### config.mk
export PLATFORM = sky130hd
export DESIGN_NAME = addsub_serial
export DESIGN_NICKNAME = d
export VERILOG_FILES = /design/src/rtl/addsub_pkg.sv /design/src/rtl/addsub_digit.sv /design/src/rtl/addsub_serial.sv
export SDC_FILE = /design/constraint.sdc
export NUM_CORES = 1
export LEC_CHECK = 0
export BUFFER_PORTS_ARGS = -buffer_cell sky130_fd_sc_hd__buf_2
export CORE_UTILIZATION = 50
export CTS_CLUSTER_SIZE = 40
export DETAILED_ROUTE_END_ITERATION = 8
export GPL_ROUTABILITY_DRIVEN = 0
export PLACE_DENSITY = 0.74
export SYNTH_ARGS = -nofsm -noshare
export SYNTH_HDL_FRONTEND = slang
export SYNTH_SLANG_ARGS = --single-unit
### constraint.sdc
create_clock -name clk -period 4.6 [get_ports clk]
set_input_delay 1.15 -clock clk [delete_from_list [all_inputs] [get_ports clk]]
set_output_delay 1.15 -clock clk [all_outputs]
set_load 0.01 [all_outputs]
### src/rtl/addsub_pkg.sv
// Shared types and constants for the serial two's-complement adder/subtractor.
package addsub_pkg;

   typedef enum logic [1:0] {
      IDLE = 2'd0,
      RUN  = 2'd1,
      DONE = 2'd2
   } state_t;

   localparam logic MODE_ADD = 1'b0;
   localparam logic MODE_SUB = 1'b1;

endpackage

### src/rtl/addsub_digit.sv
// Combinational DIGIT-bit ripple-carry slice; also exposes the carry into its MSB
// so the top level can derive signed overflow on the final digit.
module addsub_digit #(
   parameter int DIGIT = 2
) (
   input  logic [DIGIT-1:0] a_d,
   input  logic [DIGIT-1:0] b_d,
   input  logic             cin,
   output logic [DIGIT-1:0] s_d,
   output logic             cout_d,
   output logic             c_msb
);

   logic [DIGIT:0] w_carry;

   assign w_carry[0] = cin;

   for (genvar i = 0; i < DIGIT; i++) begin : g_fa
      assign s_d[i]       = a_d[i] ^ b_d[i] ^ w_carry[i];
      assign w_carry[i+1] = (a_d[i] & b_d[i]) | (w_carry[i] & (a_d[i] ^ b_d[i]));
   end

   assign cout_d = w_carry[DIGIT];
   assign c_msb  = w_carry[DIGIT-1];

endmodule

### src/rtl/addsub_serial.sv
// Multi-cycle add/subtract, DIGIT bits per clock LSB first, behind valid/ready
// handshakes on both the operand and result side.
module addsub_serial
   import addsub_pkg::*;
#(
   parameter int WIDTH = 8,
   parameter int DIGIT = 2
) (
   input  logic             clk,
   input  logic             rst,
   input  logic             in_valid,
   output logic             in_ready,
   input  logic [WIDTH-1:0] a,
   input  logic [WIDTH-1:0] b,
   input  logic             mode,
   output logic             out_valid,
   input  logic             out_ready,
   output logic [WIDTH-1:0] sum,
   output logic             cout,
   output logic             ovf,
   output logic             zero
);

   localparam int NDIG = WIDTH / DIGIT;
   localparam int CW   = $clog2(NDIG) + 1;
   localparam logic [CW-1:0] LAST = CW'(NDIG - 1);

   if (WIDTH < 1 || DIGIT < 1 || (WIDTH % DIGIT) != 0) begin : g_bad_params
      $error("addsub_serial: WIDTH must be >= 1 and a multiple of DIGIT");
   end

   state_t           r_state;
   logic [WIDTH-1:0] r_a;
   logic [WIDTH-1:0] r_b;
   logic [WIDTH-1:0] r_sum;
   logic             r_carry;
   logic [CW-1:0]    r_cnt;
   logic             r_cout;
   logic             r_ovf;
   logic             r_zero;
   logic             r_outValid;

   logic [DIGIT-1:0] w_sd;
   logic             w_coutD;
   logic             w_cMsb;
   logic [WIDTH-1:0] w_sumNext;

   addsub_digit #(.DIGIT(DIGIT)) u_digit (
      .a_d    (r_a[DIGIT-1:0]),
      .b_d    (r_b[DIGIT-1:0]),
      .cin    (r_carry),
      .s_d    (w_sd),
      .cout_d (w_coutD),
      .c_msb  (w_cMsb)
   );

   // Each new digit enters at the MSB end so after NDIG shifts the LSB digit sits at bit 0.
   if (DIGIT == WIDTH) begin : g_one_digit
      assign w_sumNext = w_sd;
   end else begin : g_multi_digit
      assign w_sumNext = {w_sd, r_sum[WIDTH-1:DIGIT]};
   end

   assign in_ready  = (r_state == IDLE) && !rst;
   assign out_valid = r_outValid;
   assign sum       = r_sum;
   assign cout      = r_cout;
   assign ovf       = r_ovf;
   assign zero      = r_zero;

   always_ff @(posedge clk) begin
      if (rst) begin
         r_state    <= IDLE;
         r_a        <= '0;
         r_b        <= '0;
         r_sum      <= '0;
         r_carry    <= 1'b0;
         r_cnt      <= '0;
         r_cout     <= 1'b0;
         r_ovf      <= 1'b0;
         r_zero     <= 1'b0;
         r_outValid <= 1'b0;
      end else begin
         case (r_state)
            IDLE: begin
               if (in_valid) begin
                  r_a     <= a;
                  r_b     <= b ^ {WIDTH{mode == MODE_SUB}};
                  r_carry <= (mode == MODE_SUB);
                  r_cnt   <= '0;
                  r_state <= RUN;
               end
            end
            RUN: begin
               r_a     <= r_a >> DIGIT;
               r_b     <= r_b >> DIGIT;
               r_sum   <= w_sumNext;
               r_carry <= w_coutD;
               r_cnt   <= r_cnt + 1'b1;
               if (r_cnt == LAST) begin
                  r_cout     <= w_coutD;
                  r_ovf      <= w_cMsb ^ w_coutD;
                  r_zero     <= (w_sumNext == '0);
                  r_outValid <= 1'b1;
                  r_state    <= DONE;
               end
            end
            DONE: begin
               if (out_ready) begin
                  r_outValid <= 1'b0;
                  r_state    <= IDLE;
               end
            end
            default: begin
               r_outValid <= 1'b0;
               r_state    <= IDLE;
            end
         endcase
      end
   end

endmodule

==> results list <==
- Outcome: finished, violations left
- The checks that failed: design-rule violations.
- Clock share of power: 28.6%
* Transition time of the tightest slew-check pin: 0.821 ns
- Crit path launch type: primary input
- The first global-routing pass estimated 5040 um of wire.
- Once the clock tree was built, the resizer swapped 0 gates to a different size.
- For the final routed database, the setup TNS stands at 0 ns.
- Dividing the detail-routed wire length by the instance count gives 12.2 um.
- In this run the worst path has a maximum fanout of 36.
* Hold path depth: 2
* Power per Cell Area: 334 mW/mm^2
* Detailed router's first-iteration violation count: 42
- The tree is rooted in a clkbuf_4.
* Stage delay of the slowest cell on the critical path: 0.51 ns
- Clock Latency Late Sink: 0.32 ns
- Initial standard-cell utilization of the core: 54.2%
- For the worst flop-to-flop path, the logic depth is 3.
- Core outline area: 0.00285 mm^2
* Most common library cell in the layout ignoring fill and taps: dfxtp_1
- The worst setup path is captured at an output port.
* Layout filler cell count: 258
- Chain of cells forming the critical path: buf_2 > nor3_2 > buf_2
- The worst path in the final design needs a cycle of 3.08 ns, including I/O delays and setup.
* Clock transition at the registers of the reported paths: 0.09 ns
* Most used cells in the layout excluding fill and tap cells: dfxtp_1 (34), buf_2 (33), a21oi_1 (18)
- Initial antenna violation count: 0
- Final hold viol count: 0
- The startpoint identified for the worst register-to-register timing path is r_state[0]$_SDFFE_PP0P_.
- # port buffers: 33
* Achievable frequency: 325 MHz
- The die covers 0.00332 mm^2.
* Type of the most critical hold path: flip-flop to flip-flop
- For this design the top-level I/O count stands at 34.
- Yosys printed 0 warnings.
- The cell area that synthesis handed to floorplanning was 0.00155 mm^2.
* Switching Share: 26.8%
- Synthesis inferred 34 register bits.
- For the worst setup path, the data required time is 3.45 ns.
* Logic gate share of total power: 15.8%
- Counting every instance in the synthesized netlist gives 172.
* Hold Worst Slack: 0.453 ns
- Row generation in the floorplan step produced 19 rows.
- Pin count of the biggest net entering global routing: 37
* Postcts setup bufs: 0
- Overall Global Routing Usage: 19.8%
- The number of different library cells used by synthesis comes to 32.
- The number of nets handed over by synthesis was 197.
- In this run the tightest slew margin relative to its limit is 45.0%.
* Crit path top cell by count: buf_2
* Count of H-tree levels built during CTS: 2
* Slowest cell on the critical path: buf_2
- In this run the most critical hold path is launched from ovf$_SDFFE_PP0P_.
- Post-DP HPWL: 2010 um
- Across the routed clock network, the largest skew measured is 0.00498 ns.
* Routed vias: 1,249
- In the final layout, the share of cells above drive strength 1 is 23.9%.
* Post-synthesis sequential area ratio: 44.0%
- Sw Pwr: 0.000157 W
- Area Overhead vs Synth: 13.3%
* Critical path start-end classification: primary input to output port
* Crit. Startpoint: rst
- Post-Syn Area per Cell: 8.99 um^2
- The number of pins with negative max-slew slack in the final report is 0.
* Number of max-cap violations: 0
- Height of the die: 57.6 um
- Die width: 57.6 um
- Flip-flop and latch area: 681 um^2
* Number of nets with antenna violations after routing: 0
- The longest clock path from root to sink contains 2 buffers.
- Number of clock buffers inserted by TritonCTS: 5
- Summed over all cells, the static leakage comes to 0.691 nW.
- Dividing the final minimum period by the clock period gives 66.9%.
* Clock sink count: 34
- After detailed routing, the total wire length is 2840 um.
- CTS Hold Bufs: 0
* Internal power consumption: 0.000429 W
* Via count of the first global-routing pass: 1,194
- TritonCTS clock tree: done
- The number of antenna diodes in the final layout is 0.
- Unrepaired setup endpoints after global routing: false
* Ratio of routed vias to standard cells: 5.38
- The multi-input combinational cells in the finished layout cover a total of 782 um^2.
- Final routed DRC violation total: 3
- Remaining global-route overflow: 0
- Of the total power, registers draw 55.6%.
- The worst-case IR drop observed on VDD is 0.000260 V.
- Data arrival time of the worst path: 1.93 ns
- Initial DRT Pass Iterations: 7
- Setup violations remaining at the end of the flow were counted as 0.
- Post-layout net count: 225
-- sequential cells by signal, summed over array words and instances (netlist names) --
signal,flops
r_cnt,3
out_valid,1
r_a,8
sum,8
r_state,2
ovf,1
r_carry,1
zero,1
cout,1
r_b,8
-- per-stage QoR --
step / power, W / std cells / setup slack, ns / util [%] / instance area (um^2)
after floorplan: 0.000402 / 172 / 1.93 / - / 1550
after global placement: 0.000423 / 224 / 1.55 / 59.3 / 1690
after detailed placement: 0.000426 / 224 / 1.54 / 59.3 / 1690
after CTS: 0.000590 / 232 / 1.52 / 61.4 / 1750
after global routing: 0.000624 / 232 / 1.46 / 61.4 / 1750
final: 0.000586 / 232 / 1.52 / 61.4 / 1750
-- cell type report --
| cell class | count | share of cell area, % |
|---|---|---|
| Clock buffer | 7 | 3.14 |
| Inverter | 7 | 1.50 |
| Timing Repair Buffer | 33 | 9.42 |
| Multi-Input combinational cell | 119 | 44.6 |
| Tap cell | 31 | 2.21 |
| Sequential cell | 34 | 38.8 |
| Clock inverter | 1 | 0.286 |
-- power by group through the flow --
stage / logic (W) / clock network, W / registers [W]
floorplan: 0.0000747 / 0 / 0.000328
global placement: 0.0000917 / 0 / 0.000332
detailed placement: 0.0000934 / 0 / 0.000332
CTS: 0.0000941 / 0.000171 / 0.000326
global route: 0.000106 / 0.000190 / 0.000329
finish: 0.0000926 / 0.000167 / 0.000326
-- cell families after synthesis --
family / count (synthesis) / synth area share (%)
DFF: 34 / 44.0
xor gates and xnor gates: 9 / 5.10
adders and majority gates: 4 / 4.21
buffers and inverters: 19 / 5.42
AOI/OAI and AO/OA: 47 / 20.6
and+or+nand+nor: 59 / 20.6
-- Yosys cell counts --
cell        n  area (um^2)
dfxtp_1    34          681
a21oi_1    18         90.1
nand2_1    17         63.8
nor2_1     15         56.3
a22oi_1    11         82.6
inv_1       7         26.3
nand2b_1    7         43.8
or3b_1      7         61.3
buf_2       6         30.0
o22ai_1     6         37.5
xnor2_1     6         52.6
nor3_1      5         25.0
clkbuf_1    4         15.0
a211oi_1    3         22.5
a211oi_2    3         37.5
xor2_1      3         26.3
fa_1        2         40.0
ha_1        2         25.0
nand3b_1    2         15.0
o21ai_0     2         10.0
a2bb2oi_1   1         8.76
a311oi_1    1         8.76
buf_4       1         7.51
clkbuf_2    1         5.00
nand3_1     1         5.00
nand4b_1    1         8.76
nor2b_2     1         8.76
nor3_2      1         10.0
nor3b_2     1         12.5
nor4b_1     1         8.76
o21ba_2     1         10.0
o21bai_2    1         11.3
-- worst paths after layout --
check / endpoint / slack (ns)
hold reg to reg: ovf$_SDFFE_PP0P_ / 0.45
setup / recovery: in_ready / 1.52
setup reg to reg: cout$_SDFFE_PP0P_ / 2.45
hold / removal: ovf$_SDFFE_PP0P_ / 0.45
-- metal layers --
metal / GRT usage [%] / wire length, um / vias to the layer above
met1: 25.8 / 1310 / 560
met4: 6.27 / 31 / 0
li1: - / - / 656
met3: 6.03 / 127 / 4
met5: 0 / 0 / -
met2: 31.6 / 1360 / 29
-- worst max-delay path: cells and delay by family --
family        cells  cell delay, ns
simple gates      1            0.09
buf+inv           2            0.68
Note: power is estimated with default switching activity, not from simulation.
